$ cat src/rtl/tinynpu_pkg.sv
// tinynpu shared constants: command opcodes, controller trace states,
// sequencer FSM encodings and the command legality rule.
package tinynpu_pkg;

    localparam logic [1:0] OP_LDX = 2'd0;
    localparam logic [1:0] OP_LDW = 2'd1;
    localparam logic [1:0] OP_RUN = 2'd2;
    localparam logic [1:0] OP_FIN = 2'd3;

    localparam logic [1:0] NPU_LD0 = 2'd0;
    localparam logic [1:0] NPU_MAC = 2'd1;
    localparam logic [1:0] NPU_LD1 = 2'd2;
    localparam logic [1:0] NPU_OUT = 2'd3;

    localparam logic [2:0] ST_IDLE = 3'd0;
    localparam logic [2:0] ST_LOAD = 3'd1;
    localparam logic [2:0] ST_RUN  = 3'd2;
    localparam logic [2:0] ST_WAIT = 3'd3;
    localparam logic [2:0] ST_FIN  = 3'd4;

    function automatic logic op_legal(logic [1:0] op, logic [1:0] ns);
        logic ok;
        ok = 1'b0;
        case (op)
            OP_LDX:  ok = (ns == NPU_LD0);
            OP_LDW:  ok = (ns == NPU_LD0) || (ns == NPU_LD1);
            OP_RUN:  ok = (ns == NPU_LD0) || (ns == NPU_LD1);
            default: ok = (ns == NPU_LD1);
        endcase
        return ok;
    endfunction

endpackage

$ cat src/rtl/tinynpu_cmd_seq_if.sv
// Host-facing command and data-beat handshake bundle
// for the tinynpu command sequencer.
interface tinynpu_cmd_seq_if #(
    parameter int SIZE = 4,
    parameter int DW   = 8
);
    localparam int SW = $clog2(SIZE);

    logic          cmd_val;
    logic          cmd_rdy;
    logic [1:0]    cmd_op;
    logic [SW-1:0] cmd_sel;
    logic [SW:0]   cmd_len;
    logic          dat_val;
    logic          dat_rdy;
    logic [DW-1:0] dat;

    modport master (
        output cmd_val, cmd_op, cmd_sel, cmd_len, dat_val, dat,
        input  cmd_rdy, dat_rdy
    );

    modport slave (
        input  cmd_val, cmd_op, cmd_sel, cmd_len, dat_val, dat,
        output cmd_rdy, dat_rdy
    );

endinterface

$ cat src/rtl/tinynpu_cmd_seq.sv
// Host command sequencer pacing LDX/LDW/RUN/FIN against the NPU trace state.
// Optional watchdog: define TINYNPU_SEQ_TIMEOUT_EN.
module tinynpu_cmd_seq
    import tinynpu_pkg::*;
#(
    parameter int SIZE    = 4,
    parameter int DW      = 8,
    parameter int TIMEOUT = 64
) (
    input  logic                    clk,
    input  logic                    rst,
    tinynpu_cmd_seq_if.slave        host,
    input  logic [3:0]              npu_state,
    output logic                    x_load_val,
    output logic                    w_load_val,
    output logic [$clog2(SIZE)-1:0] w_load_sel,
    output logic [DW-1:0]           load_data,
    output logic                    mac_val,
    output logic                    out_val,
    output logic                    done,
    output logic                    err
);
    localparam int SW = $clog2(SIZE);
    localparam int LW = SW + 1;
    localparam int unused_tmo = TIMEOUT;

    logic [2:0]    state_q;
    logic [1:0]    op_q;
    logic [SW-1:0] sel_q;
    logic [LW-1:0] len_q;
    logic [LW-1:0] cnt_q;
    logic          mac_q;
    logic          out_q;
    logic          done_q;
    logic          err_q;

    logic [1:0] ns;
    logic       npu_unused;
    logic       acc;
    logic       is_load;
    logic       ok;
    logic       beat;
    logic       last;
    logic       tmo;

    assign ns         = npu_state[1:0];
    assign npu_unused = ^npu_state[3:2];
    assign acc        = host.cmd_val & host.cmd_rdy;
    assign is_load    = (host.cmd_op == OP_LDX) | (host.cmd_op == OP_LDW);
    assign ok         = op_legal(host.cmd_op, ns)
                      & ~(is_load & (host.cmd_len > LW'(SIZE)));
    assign beat       = (state_q == ST_LOAD) & host.dat_val;
    assign last       = beat & ((cnt_q + LW'(1)) == len_q);

`ifdef TINYNPU_SEQ_TIMEOUT_EN
    localparam int TW = $clog2(TIMEOUT + 1);

    logic [2:0]    prev_q;
    logic [TW-1:0] wd_q;
    logic [TW-1:0] wd_c;
    logic          waiting;

    assign waiting = (state_q == ST_RUN) | (state_q == ST_WAIT)
                   | (state_q == ST_FIN);
    assign wd_c    = (state_q != prev_q) ? TW'(1) : wd_q + TW'(1);
    assign tmo     = waiting & (wd_c == TW'(TIMEOUT));

    // Count consecutive cycles in a waiting state, restarting on entry.
    always_ff @(posedge clk or negedge rst) begin
        if (!rst) begin
            prev_q <= ST_IDLE;
            wd_q   <= '0;
        end else begin
            prev_q <= state_q;
            wd_q   <= waiting ? wd_c : '0;
        end
    end
`else
    assign tmo = 1'b0;
`endif

    // Command FSM: accept/check, stream beats, pace RUN and FIN.
    always_ff @(posedge clk or negedge rst) begin
        if (!rst) begin
            state_q <= ST_IDLE;
            op_q    <= '0;
            sel_q   <= '0;
            len_q   <= '0;
            cnt_q   <= '0;
            mac_q   <= 1'b0;
            out_q   <= 1'b0;
            done_q  <= 1'b0;
            err_q   <= 1'b0;
        end else begin
            done_q <= 1'b0;
            case (state_q)
                ST_IDLE: begin
                    if (acc) begin
                        op_q  <= host.cmd_op;
                        sel_q <= host.cmd_sel;
                        len_q <= host.cmd_len;
                        cnt_q <= '0;
                        if (!ok) begin
                            err_q <= 1'b1;
                        end else if (is_load) begin
                            if (host.cmd_len == '0) begin
                                done_q <= 1'b1;
                            end else begin
                                state_q <= ST_LOAD;
                            end
                        end else if (host.cmd_op == OP_RUN) begin
                            mac_q   <= 1'b1;
                            state_q <= ST_RUN;
                        end else begin
                            out_q   <= 1'b1;
                            state_q <= ST_FIN;
                        end
                    end
                end
                ST_LOAD: begin
                    if (last) begin
                        done_q  <= 1'b1;
                        cnt_q   <= '0;
                        state_q <= ST_IDLE;
                    end else if (beat) begin
                        cnt_q <= cnt_q + LW'(1);
                    end
                end
                ST_RUN: begin
                    if (ns == NPU_MAC) begin
                        mac_q   <= 1'b0;
                        state_q <= ST_WAIT;
                    end
                end
                ST_WAIT: begin
                    if (ns == NPU_LD1) begin
                        done_q  <= 1'b1;
                        state_q <= ST_IDLE;
                    end
                end
                ST_FIN: begin
                    if (ns == NPU_OUT) begin
                        done_q  <= 1'b1;
                        out_q   <= 1'b0;
                        state_q <= ST_IDLE;
                    end
                end
                default: state_q <= ST_IDLE;
            endcase
            if (tmo) begin
                err_q   <= 1'b1;
                mac_q   <= 1'b0;
                out_q   <= 1'b0;
                done_q  <= 1'b0;
                state_q <= ST_IDLE;
            end
        end
    end

    assign host.cmd_rdy = (state_q == ST_IDLE);
    assign host.dat_rdy = (state_q == ST_LOAD);
    assign x_load_val   = beat & (op_q == OP_LDX);
    assign w_load_val   = beat & (op_q == OP_LDW);
    assign load_data    = beat ? host.dat : '0;
    assign w_load_sel   = sel_q;
    assign mac_val      = mac_q;
    assign out_val      = out_q;
    assign done         = done_q;
    assign err          = err_q;

endmodule

$ cat src/flat_wrapper.sv
// flat-port wrapper written by rule: the top's interface ports become plain ports
module tinynpu_cmd_seq_flat import tinynpu_pkg::*;
#(
    parameter int SIZE    = 4,
    parameter int DW      = 8,
    parameter int TIMEOUT = 64
)
  (clk, rst, npu_state, x_load_val, w_load_val, w_load_sel, load_data, mac_val, out_val, done, err, host_cmd_val, host_cmd_op, host_cmd_sel, host_cmd_len, host_dat_val, host_dat, host_cmd_rdy, host_dat_rdy);
  tinynpu_cmd_seq_if #(.SIZE(SIZE), .DW(DW)) host_i ();
  input  logic clk;
  input  logic rst;
  input  logic [3:0] npu_state;
  output logic x_load_val;
  output logic w_load_val;
  output logic [$clog2(SIZE)-1:0] w_load_sel;
  output logic [DW-1:0] load_data;
  output logic mac_val;
  output logic out_val;
  output logic done;
  output logic err;
  input wire logic [$bits(host_i.cmd_val)-1:0] host_cmd_val;
  input wire logic [$bits(host_i.cmd_op)-1:0] host_cmd_op;
  input wire logic [$bits(host_i.cmd_sel)-1:0] host_cmd_sel;
  input wire logic [$bits(host_i.cmd_len)-1:0] host_cmd_len;
  input wire logic [$bits(host_i.dat_val)-1:0] host_dat_val;
  input wire logic [$bits(host_i.dat)-1:0] host_dat;
  output wire logic [$bits(host_i.cmd_rdy)-1:0] host_cmd_rdy;
  output wire logic [$bits(host_i.dat_rdy)-1:0] host_dat_rdy;
  assign host_i.cmd_val = host_cmd_val;
  assign host_i.cmd_op = host_cmd_op;
  assign host_i.cmd_sel = host_cmd_sel;
  assign host_i.cmd_len = host_cmd_len;
  assign host_i.dat_val = host_dat_val;
  assign host_i.dat = host_dat;
  assign host_cmd_rdy = host_i.cmd_rdy;
  assign host_dat_rdy = host_i.dat_rdy;
  tinynpu_cmd_seq #(.SIZE(SIZE), .DW(DW), .TIMEOUT(TIMEOUT)) u_core (.clk(clk), .rst(rst), .host(host_i), .npu_state(npu_state), .x_load_val(x_load_val), .w_load_val(w_load_val), .w_load_sel(w_load_sel), .load_data(load_data), .mac_val(mac_val), .out_val(out_val), .done(done), .err(err));
endmodule
$ cat config.mk
export PLATFORM = sky130hd
export DESIGN_NAME = tinynpu_cmd_seq_flat
export DESIGN_NICKNAME = d
export VERILOG_FILES = /design/src/rtl/tinynpu_pkg.sv /design/src/rtl/tinynpu_cmd_seq_if.sv /design/src/rtl/tinynpu_cmd_seq.sv /design/src/flat_wrapper.sv
export SDC_FILE = /design/constraint.sdc
export NUM_CORES = 1
export LEC_CHECK = 0
export BUFFER_PORTS_ARGS = -buffer_cell sky130_fd_sc_hd__buf_2
export CORE_MARGIN = 1
export CORE_UTILIZATION = 51
export CTS_BUF_LIST = sky130_fd_sc_hd__clkbuf_8
export CTS_CLUSTER_DIAMETER = 40
export DETAILED_ROUTE_END_ITERATION = 8
export PLACE_DENSITY_LB_ADDON = 0.2
export RECOVER_POWER = 100
export SYNTH_ARGS = -nofsm -noshare
export SYNTH_HDL_FRONTEND = slang
export SYNTH_SLANG_ARGS = --single-unit
$ cat constraint.sdc
create_clock -name clk -period 2.2 [get_ports clk]
set_input_delay 0.66 -clock clk [delete_from_list [all_inputs] [get_ports clk]]
set_output_delay 0.66 -clock clk [all_outputs]
set_load 0.02 [all_outputs]
# After elaboration in Yosys (flattened, before gate mapping)
# Cells that the tools add are included.
# classes
n_addsub	1
magnitude_cmp	1
eq_ne	22
muxes	36
bitwise_logic	10
reduce_logical	16
# op_table
op	n
$mux 3	12
$mux 1	17
$pmux 3 s5	1
$reduce_and 6->1	2
$ne 2x2->1 const B	5
$mux 8	1
$ne 2x1->1 const B	4
$and 1x1->1	7
$reduce_and 7->1	1
$eq 2x1->1 const B	3
$eq 2x2->1 const B	3
$eq 3x2->1 const B	2
$logic_not 2->1	3
$logic_not 3->1	2
$pmux 1 s2	3
$pmux 3 s2	1
$reduce_and 3->1	2
$reduce_bool 2->1	3
$pmux 1 s4	1
$add 3x1->3 const B	1
$eq 3x1->1 const B	1
$eq 3x3->1	1
$eq 3x3->1 const B	1
$gt 3x3->1 const B	1
other kinds (7)	8
# totals
ff_bits	17
in_bits	23
output_inout_bits	18
word_cells	95

# Depth between registers and ports, before layout
# depth
depth_word	8
depth_mapped	7
mapped_depth_nobuf	7

# Worst setup path after synthesis
# OpenSTA, ideal clock, no wires.
# synth_path
kind	register to output
from	reg u_core.state_q[1]
to	out w_load_val
t_arrival_ns	1.855
setup_slack_ns	-0.315
path_stages_with_launch	5
path_buffers	1
path_cell_list	dfrtp_1 > clkbuf_1 > nor3_1 > nand2_1 > nor3b_1
# synth_between
elab_chain_len	3
# synth_lines
element	line	source
start, declared	tinynpu_cmd_seq.sv:27	logic [2:0] state_q;
start signal, assigned	tinynpu_cmd_seq.sv:85	state_q <= ST_IDLE;
start signal, assigned	tinynpu_cmd_seq.sv:109	state_q <= ST_LOAD;
start signal, assigned	tinynpu_cmd_seq.sv:113	state_q <= ST_RUN;
$eq 3x1->1	n/a	
net host_dat_rdy	flat_wrapper.sv:28	output wire logic [$bits(host_i.dat_rdy)-1:0] host_dat_rdy;
$and 1x1->1	tinynpu_cmd_seq.sv:52	assign beat = (state_q == ST_LOAD) & host.dat_val;
$and 1x1->1	tinynpu_cmd_seq.sv:163	assign w_load_val = beat & (op_q == OP_LDW);
end, declared	flat_wrapper.sv:14	output logic w_load_val;
# The timed path passes the listed nets, and every way through them passes these cells.

# Final worst setup path
# layout_path
from	reg u_core.state_q[1]
to	out load_data[7]
# layout_between
elab_chain_len	3
# layout_lines
element	line	source
$eq 3x1->1	tinynpu_cmd_seq.sv:52	
$and 1x1->1	tinynpu_cmd_seq.sv:52	
$mux 8	tinynpu_cmd_seq.sv:164	assign load_data = beat ? host.dat : '0;
end, declared	flat_wrapper.sv:16	output logic [DW-1:0] load_data;
# No other way between the ends.

==> summary.txt <==
Global routing
  – Pin count of the biggest net entering global routing: 18
  – Initial antenna violation count: 0
  – Vias in the first global route: 961
  – Total GRT Usage: 22.8%
  – Grt ovf: 0
  – Global-route wire length before repair: 4.20 mm

Cells and area
  – Final cell count without fillers: 190
  – Layout cells sized above 1: 41.1%
  – Area grow syn2layout: 33.2%
  – Area of the multi-input gates: 679 um2
  – Fill count: 154
  – Core Util, Final: 74.2%
  – Design area: 1490 um2
  – Final #Nets: 193
  – Diodes inserted: 0
  – Register area: 428 um2

Placement
  – DP HPWL: 1.95 mm
  – Placement Cell Area: 1390 um2
  – Port Buf Inserts: 38
  – Final GP Congestion: 0.816
  – Post-Place Cells: 182
  – Pre-CTS setup slack: -0.0243 ns

Routing
  – Met1 WL: 1.10 mm
  – Vias post-DR: 1,044
  – Number of vias per cell: 5.49
  – Final ANT Viol Nets: 0
  – Avg WL per Cell: 13.6 um
  – Met3 wire len: 180 um
  – Wire length on met2: 1.28 mm
  – DRC Markers: 0
  – Initial DRC Count: 23
  – Top layer in use: met4
  – WL final: 2.58 mm
  – Drt first pass iters: 4

Clock network
  – Count of hold-fix buffers inserted at cts: 0
  – Root Buffer Master: clkbuf_8
  – H-Tree Depth: 1
  – CTS tree: done
  – CTS Buf Count: 3
  – Worst-path clk slew: 0.07 ns
  – CTS max path bufs: 2
  – Worst skew pair latency: 0.25 ns
  – CTS sink cnt: 17

Critical path
  – Crit path from: u_core.state_q[1]$_DFFE_PN0P_
  – Crit. End Element: output pin
  – Critical path startpoint category: flip-flop
  – RR Startpoint: u_core.cnt_q[0]$_DFFE_PN0P_
  – Worst Setup Path Type: flip-flop to output pin
  – WP data arrival: 1.47 ns
  – CP required: 1.54 ns
  – CP max FO: 5

Worst hold path
  – Hold WC Path Type: flip-flop to flip-flop
  – Min-delay src: u_core.err$_DFFE_PN0P_

Pwr
  – Peak VDD IR: 711 uV
  – Lkg Pwr: 0.000719 uW
  – PwrDens: 1180 nW/um2

Timing
  – Fmax: 469 MHz
  – Crit share post-route: 97.0%
  – Final worst slack: 0.0666 ns
  – Finish-stage setup viols: 0
  – Clock period minus worst slack: 2.13 ns
  – Least-Margin Pin Slew: 0.924 ns
  – Max Slew Vio Count: 0
  – Relative slew slack: 38.4%
  – Count of final hold-check violations: 0
  – Clk_skew: 0.00142 ns

Synth
  – Cell variety after synth: 36
  – Synth top area share: 38.2%
  – Seq cells post-synth: 17
  – Count leader, synth: dfrtp_1
  – Syn Nets: 143
  – Synth top cells by count: 17 x dfrtp_1, 10 x nand2_1, 8 x and2_1, 8 x o21ai_0, 7 x mux2_2
  – Number of synthesis warnings: 0
  – Top post-synthesis cells by area: dfrtp_1 38%, mux2_2 7.1%, ha_1 6.7%
  – Mapped Area: 1110 um2
  – Seq/Total Area, Yosys: 38.2%
  – Post-Synthesis Cells: 114
  – Post-synth ARST share: 100%
  – Yosys top cell by area: dfrtp_1
  – Most used flip-flop cell after synthesis: dfrtp_1
  – Syn_area_per_cell: 9.78 um2
  – EDFF count, synth: 0

Floorplanning
  – Die width: 48.8 um
  – Core Box Area: 2000 um2
  – Die height: 48.8 um
  – Initial Utilization: 55.7%
  – I/O Pins: 41
  – Rows: 16
  – DIE AREA: 2380 um2

Job
  – Max Cap Viol: 0

Status
  – Run status: finished clean
-- through the flow --
step	total power [uW]	hold slack (ns)	setup TNS, ns
3_5_place_dp	1460	0.441	-0.0250
3_3_place_gp	1420	0.442	0
2_1_floorplan	1180	0.364	0
6_report	1750	0.454	0
4_1_cts	1700	0.335	0
5_1_grt	1850	0.469	-0.000559
-- sequential cells by signal (all words and copies together), names as in the netlist --
name / count
u_core.cnt_q: 3
u_core.len_q: 3
u_core.state_q: 3
u_core.op_q: 2
u_core.w_load_sel: 2
u_core.done: 1
u_core.err: 1
u_core.mac_val: 1
u_core.out_val: 1
-- power by group --
part | switching [uW] | leakage, uW | internal (uW)
logic | 498 | 0.000487 | 446
clock network | 107 | 0.0000255 | 126
registers | 116 | 0.000206 | 452
-- layer usage --
| metal | vias to the layer above | global-route usage [%] |
|---|---|---|
| li1 | 504 | - |
| met1 | 482 | 28.2 |
| met2 | 54 | 38.0 |
| met3 | 4 | 5.03 |
| met4 | 0 | 9.80 |
| met5 | - | 0 |
-- cells by family after synthesis --
group	Yosys count	share of synthesized area (%)
xor+xnor	3	3.70
buf+inv	11	4.71
flops	17	38.2
mux	8	7.97
compound gates	24	15.5
fa+ha+maj	6	6.73
simple gates	45	23.2
-- worst paths after layout --
check | end | slack (ns) | cells past startpoint
hold / removal | u_core.err$_DFFE_PN0P_ | 0.45 | 1
min in group asynchronous | u_core.mac_val$_DFFE_PN0P_ | 0.52 | 1
setup / recovery | load_data[7] | 0.07 | 4
max in group asynchronous | u_core.state_q[2]$_DFFE_PN0P_ | 1.06 | 1
setup reg to reg | u_core.state_q[0]$_DFFE_PN0P_ | 0.32 | 6
hold reg to reg | u_core.err$_DFFE_PN0P_ | 0.45 | 1
-- cell usage in the layout, fill, tap and decap left out, types with 2 or more instances in the layout --
| cell type | count |
|---|---|
| buf_2 | 31 |
| dfrtp_1 | 15 |
| buf_4 | 13 |
| nand2_1 | 10 |
| and2_1 | 8 |
| o21ai_0 | 8 |
| mux2_2 | 7 |
| clkbuf_1 | 7 |
| nor2_1 | 6 |
| ha_1 | 6 |
| or3_1 | 4 |
| nor3_1 | 3 |
| inv_1 | 3 |
| a31oi_1 | 3 |
| a21oi_1 | 3 |
| a41oi_1 | 3 |
| clkbuf_8 | 3 |
| inv_2 | 2 |
| a21o_1 | 2 |
| a21boi_1 | 2 |
| dfrtp_2 | 2 |
-- final cells by class --
type,instances,area share (%)
Clock buffer,3,2.78
Clock inverter,1,0.337
Inverter,5,1.26
Multi-Input combinational cell,86,45.7
Sequential cell,17,28.8
Tap cell,27,2.27
Timing Repair Buffer,51,18.8
-- critical path, stage by stage (launching register included) --
cell and delay, ns:
dfrtp_2 0.45, nor4bb_4 0.32, buf_4 0.18, and2_1 0.13, buf_2 0.16
-- timing repair --
item / in CTS / in global routing
setup endpoints to repair: 4 / 10
gates cloned: 0 / 1
gates resized for setup: 0 / 8
endpoints found under the hold margin: 0 / 0
setup buffers: 1 / 2
pin swaps: 0 / 1
(Power assumes the default switching activity.)
